**src/rtl/glb_blk_stream_framer.sv**
```systemverilog
// glb_blk_stream_framer
// Buffers one raw GLB fiber and re-emits it as a block stream: a length
// header followed by the payload words in arrival order. In seg mode a
// transaction is two fibers (seg then crd), each with its own header.
module glb_blk_stream_framer #(
  parameter int DATA_W = 16,
  parameter int DEPTH  = 256,
  parameter int CNT_W  = $clog2(DEPTH + 1)
) (
  input  logic              clk,
  input  logic              rst_n,
  input  logic              clk_en,
  input  logic              flush,
  input  logic              seg_mode,
  input  logic [15:0]       tx_num,
  input  logic [DATA_W-1:0] in_data,
  input  logic              in_last,
  input  logic              in_empty,
  input  logic              in_valid,
  output logic              in_ready,
  output logic [DATA_W:0]   blk_out,
  output logic              blk_out_valid,
  input  logic              blk_out_ready,
  output logic              done,
  output logic [15:0]       tx_count,
  output logic              overflow
);

  localparam int PTR_W = (DEPTH > 1) ? $clog2(DEPTH) : 1;

  typedef enum logic [2:0] {
    IDLE,
    FILL,
    HDR,
    DRAIN,
    NEXT
  } state_t;

  state_t            state;
  logic [DATA_W-1:0] mem [DEPTH];
  logic [PTR_W-1:0]  wptr;
  logic [PTR_W-1:0]  rptr;
  logic [CNT_W-1:0]  len;
  logic [CNT_W-1:0]  rd_cnt;
  logic              sub;

  logic              in_fire;
  logic              out_fire;
  logic              wr_word;
  logic [CNT_W-1:0]  len_inc;
  logic              len_full;
  logic [CNT_W-1:0]  hdr_len;

  assign in_fire  = in_valid & in_ready;
  assign out_fire = blk_out_valid & blk_out_ready;
  assign wr_word  = in_fire & ~in_empty & (state == FILL);
  assign len_inc  = len + CNT_W'(1);
  assign len_full = (len_inc == CNT_W'(DEPTH));
  assign hdr_len  = in_empty ? len : len_inc;

  // Fiber buffer write port; the array itself carries no reset
  always_ff @(posedge clk) begin
    if (clk_en && !flush && wr_word) begin
      mem[wptr] <= in_data;
    end
  end

  // Framing FSM with registered handshake outputs
  always_ff @(posedge clk or negedge rst_n) begin
    if (!rst_n) begin
      state         <= IDLE;
      in_ready      <= 1'b0;
      blk_out       <= '0;
      blk_out_valid <= 1'b0;
      done          <= 1'b0;
      tx_count      <= '0;
      overflow      <= 1'b0;
      wptr          <= '0;
      rptr          <= '0;
      len           <= '0;
      rd_cnt        <= '0;
      sub           <= 1'b0;
    end else if (flush) begin
      state         <= IDLE;
      in_ready      <= 1'b0;
      blk_out       <= '0;
      blk_out_valid <= 1'b0;
      done          <= 1'b0;
      tx_count      <= '0;
      overflow      <= 1'b0;
      wptr          <= '0;
      rptr          <= '0;
      len           <= '0;
      rd_cnt        <= '0;
      sub           <= 1'b0;
    end else if (clk_en) begin
      case (state)
        IDLE: begin
          if (!done) begin
            state    <= FILL;
            in_ready <= 1'b1;
          end
        end
        FILL: begin
          if (in_fire) begin
            if (!in_empty) begin
              wptr <= wptr + PTR_W'(1);
              len  <= len_inc;
            end
            if (in_last || (!in_empty && len_full)) begin
              state         <= HDR;
              in_ready      <= 1'b0;
              blk_out       <= {1'b0, DATA_W'(hdr_len)};
              blk_out_valid <= 1'b1;
              if (!in_last) begin
                overflow <= 1'b1;
              end
            end
          end
        end
        HDR: begin
          if (out_fire) begin
            if (len != '0) begin
              state   <= DRAIN;
              blk_out <= {1'b0, mem[rptr]};
              rptr    <= rptr + PTR_W'(1);
              rd_cnt  <= CNT_W'(1);
            end else begin
              state         <= NEXT;
              blk_out_valid <= 1'b0;
              len           <= '0;
              wptr          <= '0;
              rptr          <= '0;
              rd_cnt        <= '0;
            end
          end
        end
        DRAIN: begin
          if (out_fire) begin
            if (rd_cnt == len) begin
              state         <= NEXT;
              blk_out_valid <= 1'b0;
              len           <= '0;
              wptr          <= '0;
              rptr          <= '0;
              rd_cnt        <= '0;
            end else begin
              blk_out <= {1'b0, mem[rptr]};
              rptr    <= rptr + PTR_W'(1);
              rd_cnt  <= rd_cnt + CNT_W'(1);
            end
          end
        end
        NEXT: begin
          if (seg_mode && !sub) begin
            sub      <= 1'b1;
            state    <= FILL;
            in_ready <= 1'b1;
          end else begin
            sub      <= 1'b0;
            tx_count <= tx_count + 16'd1;
            if ((tx_num != 16'd0) && ((tx_count + 16'd1) == tx_num)) begin
              done  <= 1'b1;
              state <= IDLE;
            end else begin
              state    <= FILL;
              in_ready <= 1'b1;
            end
          end
        end
        default: begin
          state    <= IDLE;
          in_ready <= 1'b0;
        end
      endcase
    end
  end

endmodule

```
**config.mk**
```make
export PLATFORM = sky130hd
export DESIGN_NAME = glb_blk_stream_framer
export DESIGN_NICKNAME = d
export VERILOG_FILES = /design/src/rtl/glb_blk_stream_framer.sv
export SDC_FILE = /design/constraint.sdc
export NUM_CORES = 2
export LEC_CHECK = 0
export ABC_CLOCK_PERIOD_IN_PS = 4400
export BUFFER_PORTS_ARGS = -buffer_cell sky130_fd_sc_hd__buf_4
export CAP_MARGIN = 20
export CELL_PAD_IN_SITES_DETAIL_PLACEMENT = 0
export CELL_PAD_IN_SITES_GLOBAL_PLACEMENT = 1
export CORE_MARGIN = 2
export CORE_UTILIZATION = 38
export DETAILED_ROUTE_END_ITERATION = 7
export PLACE_DENSITY = 0.57
export SLEW_MARGIN = 20
export SYNTH_ARGS = -nofsm -noshare
export SYNTH_HDL_FRONTEND = slang
export SYNTH_SLANG_ARGS = --single-unit
```
**constraint.sdc**
```tcl
create_clock -name clk -period 4.4 [get_ports clk]
set_clock_uncertainty 0.2 [all_clocks]
set_input_delay 0.66 -clock clk [delete_from_list [all_inputs] [get_ports clk]]
set_output_delay 0.66 -clock clk [all_outputs]
set_load 0.05 [all_outputs]
```
Word-level counts from Yosys, hierarchy flattened
Memory sizes are Yosys's and may differ from the RTL's.
Cells that the tools add are included.
Storage, ports and cells
  flip-flop bits (word level): 75
  bits in writable memories: 4096
  input port bits: 41
  output and inout port bits: 37
  logic and storage cells: 167
  memories kept: 1
Memories
  mem: depth 256, width 16, rd ports 1, clocked after Yosys merged registers in 0, wr ports 1, line 40  | logic [DATA_W-1:0] mem [DEPTH];
Operators by class
  $add $sub $neg: 5
  eq/ne operators: 21
  multiplexer cells: 91
  bitwise gates (word level): 5
  reduce and logical (&&, ||, !) cells: 32
Operators with widths (count)
  17-bit 2-to-1 mux: 8
  9-bit 2-to-1 mux: 13
  8-bit 2-to-1 mux: 14
  16-bit 2-to-1 mux: 4
  17-bit one-hot mux with 3 select lines: 1
  1-bit 2-to-1 mux: 35
  3-bit 2-to-1 mux: 9
  3-bit inequality test (second input constant): 9
  9-bit one-hot mux with 3 select lines: 1
  8-bit one-hot mux with 3 select lines: 1
  8-bit AND reduction: 3
  9-bit by 1-bit adder with 9-bit output (second input constant): 2
  9-bit one-hot mux with 2 select lines: 1
  16-bit by 1-bit adder with 16-bit output (second input constant): 1
  8-bit by 1-bit adder with 8-bit output (second input constant): 2
  16-bit equality test: 1
  8-bit one-hot mux with 2 select lines: 1
  16-bit nonzero test: 1
  3-bit one-hot mux with 5 select lines: 1
  7-bit AND reduction: 2
  2-bit nonzero test: 6
  9-bit equality test: 1
  9-bit equality test (second input constant): 1
  9-bit nonzero test: 1
  23 further kinds: 35

Depth between registers and ports, before layout
  depth after elaboration: 9
  gate-level depth with buffers: 14
  gate-level depth less buffers: 9

Worst setup path before layout
Ideal clock, no wire load.
  kind: flip-flop to flip-flop
  start point: register state[1]
  end point: memory mem[118][0] (enable)
  library setup time: 0.388 ns
  arrival: 2.866 ns
  required time: 3.812 ns
  path slack: 0.945 ns
  cell stages (with the launch flop): 9
  buffers on the path: 2
  period minus slack after synthesis: 3.455 ns
  cells stage by stage: dfrtp_1 clkbuf_1 nor3b_1 nand4_1 or3_1 nor3b_1 nand3_1 clkbuf_1 nor2_1
On the way
  cells in the longest elaborated chain, start to end: 5
Ends and longest elaborated chain
  start, declared: line 39  | state_t state;
  start signal, assigned: line 71  | state <= IDLE;
  start signal, assigned: line 84  | state <= IDLE;
  start signal, assigned: line 100  | state <= FILL;
  3-bit by 1-bit equality test with 1-bit output: line 56  | assign wr_word = in_fire & ~in_empty & (state == FILL);
  1-bit AND: line 56
  1-bit logical AND: line 63  | if (clk_en && !flush && wr_word) begin
  1-bit 2-to-1 mux: line 63
  1-bit 2-to-1 mux (not written as such): line 64  | mem[wptr] <= in_data;
  end, declared: line 40
Every way passes these cells.

Worst setup path after layout
  start point: register rptr[1]
  end point: register blk_out[5]
On the way
  cells in the longest elaborated chain, start to end: 6
  elaborated cells between the ends (all ways): 8
  classes of those cells: 7 x mux; 1 x memory
Ends and longest elaborated chain
  start, declared: line 42  | logic [PTR_W-1:0] rptr;
  start signal, assigned: line 126  | rptr <= rptr + PTR_W'(1);
  start signal, assigned: line 149  | rptr <= rptr + PTR_W'(1);
  memory read 256 x 16 bit *
  17-bit 2-to-1 mux (on tied branches): line 140, 123
  17-bit 2-to-1 mux (on tied branches): line 139, 122
  17-bit one-hot mux with 3 select lines *: line 97  | case (state)
  17-bit 2-to-1 mux *: line 96  | end else if (clk_en) begin
  17-bit 2-to-1 mux *: line 83  | end else if (flush) begin
  end signal, assigned: line 113  | blk_out <= {1'b0, DATA_W'(hdr_len)};
  end signal, assigned: line 125  | blk_out <= {1'b0, mem[rptr]};
  end signal, assigned: line 148  | blk_out <= {1'b0, mem[rptr]};
  end, declared: line 21  | output logic [DATA_W:0] blk_out,
Mark *: on every way between the ends. The rest lies on a longest branch, timed or not. The select of a mux whose other input is x is not followed.
A chain may end at the register's enable or synchronous reset.

==> reports/metrics.csv <==
metric,value,unit
CTS root buffer,clkbuf_16,
CP max stage cell,a311oi_1,
First-pass DRT Iterations,6,
Max-Cap Viols,0,
most common cell in the netlist,edfxtp_1,
Yosys top cell by area,edfxtp_1,
I/O Buffers,76,
gr ovfl total,0,
cells along the critical path,inv_8 > buf_4 > and2_1 > a211oi_1 > a311oi_1 > a211oi_2 > nor3_1 > buf_4 > nand4_1 > o311ai_1,
Lkg Pwr,58.8,nW
register area,0.125,mm^2
Synth Area in XOR/XNOR,0.249,%
Syn Area/Cell,21.7,um^2
Rows,239,
Clock transition at path regs,0.07,ns
largest family of logic cells by synthesized area,multiplexers,
setup ws final,-0.0326,ns
# DRC,0,
CTS tree,built,
crit-path most repeated cell,buf_4,
nets@finish,8389,
post-synth top area share,76.0,%
placed insts,13500,
wire per inst,35.0,um
HP Class,primary input to register,
post-synthesis sequential area ratio,77.2,%
CP max FO,36,
first-pass GRT wire length,694000,um
DR vias,83200,
Slew Limit Fails,0,
starting DRC count in detailed routing,11000,
minimum clock period,4.43,ns
number of synthesized register bits,4170,
fmax,0.226,GHz
syn nets,7518,
Synth Area in Simple Gates,2.64,%
core area,0.424,mm^2
Vert. Die Dim,657,um
Area Overhead vs Synth,17.7,%
Detailed Route WL,504000,um
FF-to-FF setup slack,-0.03,ns
multi-input logic area,0.0354,mm^2
async set or reset register ratio after synthesis,1.77,%
largest net degree at the start of global routing,137,
Setup Buffers After CTS,0,
clk_lat worst skew,1.05,ns
Global Route Usage Sum,23.1,%
failing checks,negative setup slack,
Synth Area in Adders,0.0696,%
Synth Flop Type,edfxtp_1,
starting density of the core,38.2,%
vias in the first global route,83500,
Synth Area in Compound Gates,2.37,%
relative slew slack,16.1,%
status,finished with violations,
"top cells by count, synth","edfxtp_1 (4,096), mux4_2 (1,078), nor2_1 (360)",
peak supply drop,0.000466,V
Setup Viol. Count Final,1,
num ports,78,
Pwr Density,434,mW/mm^2
CP Class,register to register,
worst-margin pin slew,1.25,ns
Hold WS,0.0474,ns
max incr delay on CP,0.81,ns
number of fillers in the final layout,35700,
Syn. warnings,0,
initial antenna violation count,32,
Vias/cell,5.79,
final hold vios,0,
Critical Path RT,5.13,ns
Post-Layout Cell Count,14400,
Placer Congestion,0.890,
Die Width,657,um
Post-DRT Antenna Nets,0,
CTS buffer count,439,
"EDFF count, synth",4096,
fraction of synthesized area in multiplexers,16.2,%
largest cells by area after synthesis,"edfxtp_1 (76%), mux4_2 (15%), mux2i_1 (1.2%)",
clock sinks,4170,
"Arr. time, crit path",5.17,ns
pre-CTS setup slack,-0.0935,ns
RSZ-0062 raised after global routing,false,
Final Power,0.0827,W
final worst path period share,101,%
Post-Synthesis Cells,7468,
H-Tree Depth,5,
Yosys cell types,75,
layout cells sized above 1,31.5,%
CP endpoint kind,register,
post-DP HPWL,311000,um
Post-Synthesis Cell Area,0.162,mm^2
CP Launch Type,register,
clk buf depth,4,
die area,0.431,mm^2
## placed cells by master (no fill, tap or decap), types with 36 or more instances in the layout
cell	n
mux4_2	1078
clkbuf_1	103
a21oi_1	79
a31oi_1	49
nor2_1	205
buf_12	206
clkinv_1	108
dfrtp_1	66
nor2_2	153
buf_4	621
o21ai_0	90
clkbuf_16	445
edfxtp_1	4096
clkinv_2	89
o221ai_1	36
nor3_1	38
nand2_1	294
and2_1	48
nand3_1	64
a22oi_1	43
a211oi_1	57
o22ai_1	61
mux2i_1	188
## worst paths after layout
path / startpoint / endpoint / depth (start not counted)
worst min-delay path: in_data[5] / mem[148][5]$_DFFE_PP_ / 1
max in group asynchronous: rst_n / tx_count[2]$_DFFE_PN0P_ / 3
worst min register to register: blk_out[0]$_DFFE_PN0P_ / blk_out[0]$_DFFE_PN0P_ / 1
worst max register to register: rptr[1]$_DFFE_PN0P_ / blk_out[5]$_DFFE_PN0P_ / 10
min in group asynchronous: rst_n / blk_out[1]$_DFFE_PN0P_ / 2
worst max-delay path: rptr[1]$_DFFE_PN0P_ / blk_out[5]$_DFFE_PN0P_ / 10
## registers in the layout, indices dropped and copies added (netlist names)
name,cells
overflow,1
in_ready,1
len,9
blk_out,16
rptr,8
done,1
sub,1
wptr,8
tx_count,16
rd_cnt,9
state,3
blk_out_valid,1
mem,4096
## cells by family (layout without fill, tap and decap cells)
| group | Yosys count | in the layout |
|---|---|---|
| flops | 4170 | 4170 |
| mux | 1275 | 1275 |
| simple gates | 963 | 963 |
| compound gates | 560 | 560 |
| buf+inv | 444 | 1686 |
| xor+xnor | 46 | 46 |
| fa+ha+maj | 9 | 9 |
| other cells | 1 | 13 |
## report_power, final
| part | switching (W) | leakage [nW] | internal [W] |
|---|---|---|---|
| clock | 0.0155 | 6.75 | 0.0203 |
| combinational | 0.00223 | 14.3 | 0.000837 |
| sequential | 0.000111 | 37.8 | 0.0437 |
## through the flow
step	setup TNS, ns	instance area (um^2)	utilization (%)
floorplan	0	162000	-
detailed placement	-0.0935	176000	41.7
finish	-0.0326	190000	45.0
global placement	-0.249	176000	41.6
CTS	0	190000	44.9
global route	0	190000	44.9
## repair_timing
item	CTS	global route
endpoints found under the setup margin	2	2
hold endpoints to repair	200	45
resized for setup	2	2
hold buffers	14	1
## per-layer routing
layer | global-route usage (%) | wire length (um) | up-vias
met2 | 36.9 | 240000 | 3582
li1 | - | - | 33300
met5 | 0 | 61 | -
met1 | 32.4 | 209000 | 45700
met3 | 4.44 | 40900 | 667
met4 | 6.04 | 14400 | 10
## final cells by class
cell class                      count  share of cell area (%)
Timing Repair Buffer              859                    4.83
Tap cell                         5663                    3.72
Antenna cell                       12                  0.0158
Clock inverter                    257                    1.13
Clock buffer                      555                    6.10
Sequential cell                  4170                    65.6
Inverter                           15                  0.0427
Multi-Input combinational cell   2854                    18.6
## worst max-delay path, delay by kind of cell, from the launching register on
family | cells | cell delay, ns
compound gates | 4 | 1.23
simple gates | 3 | 0.89
flops | 1 | 0.69
buf+inv | 3 | 1.23
No activity file was read; power rests on OpenSTA's default activity.
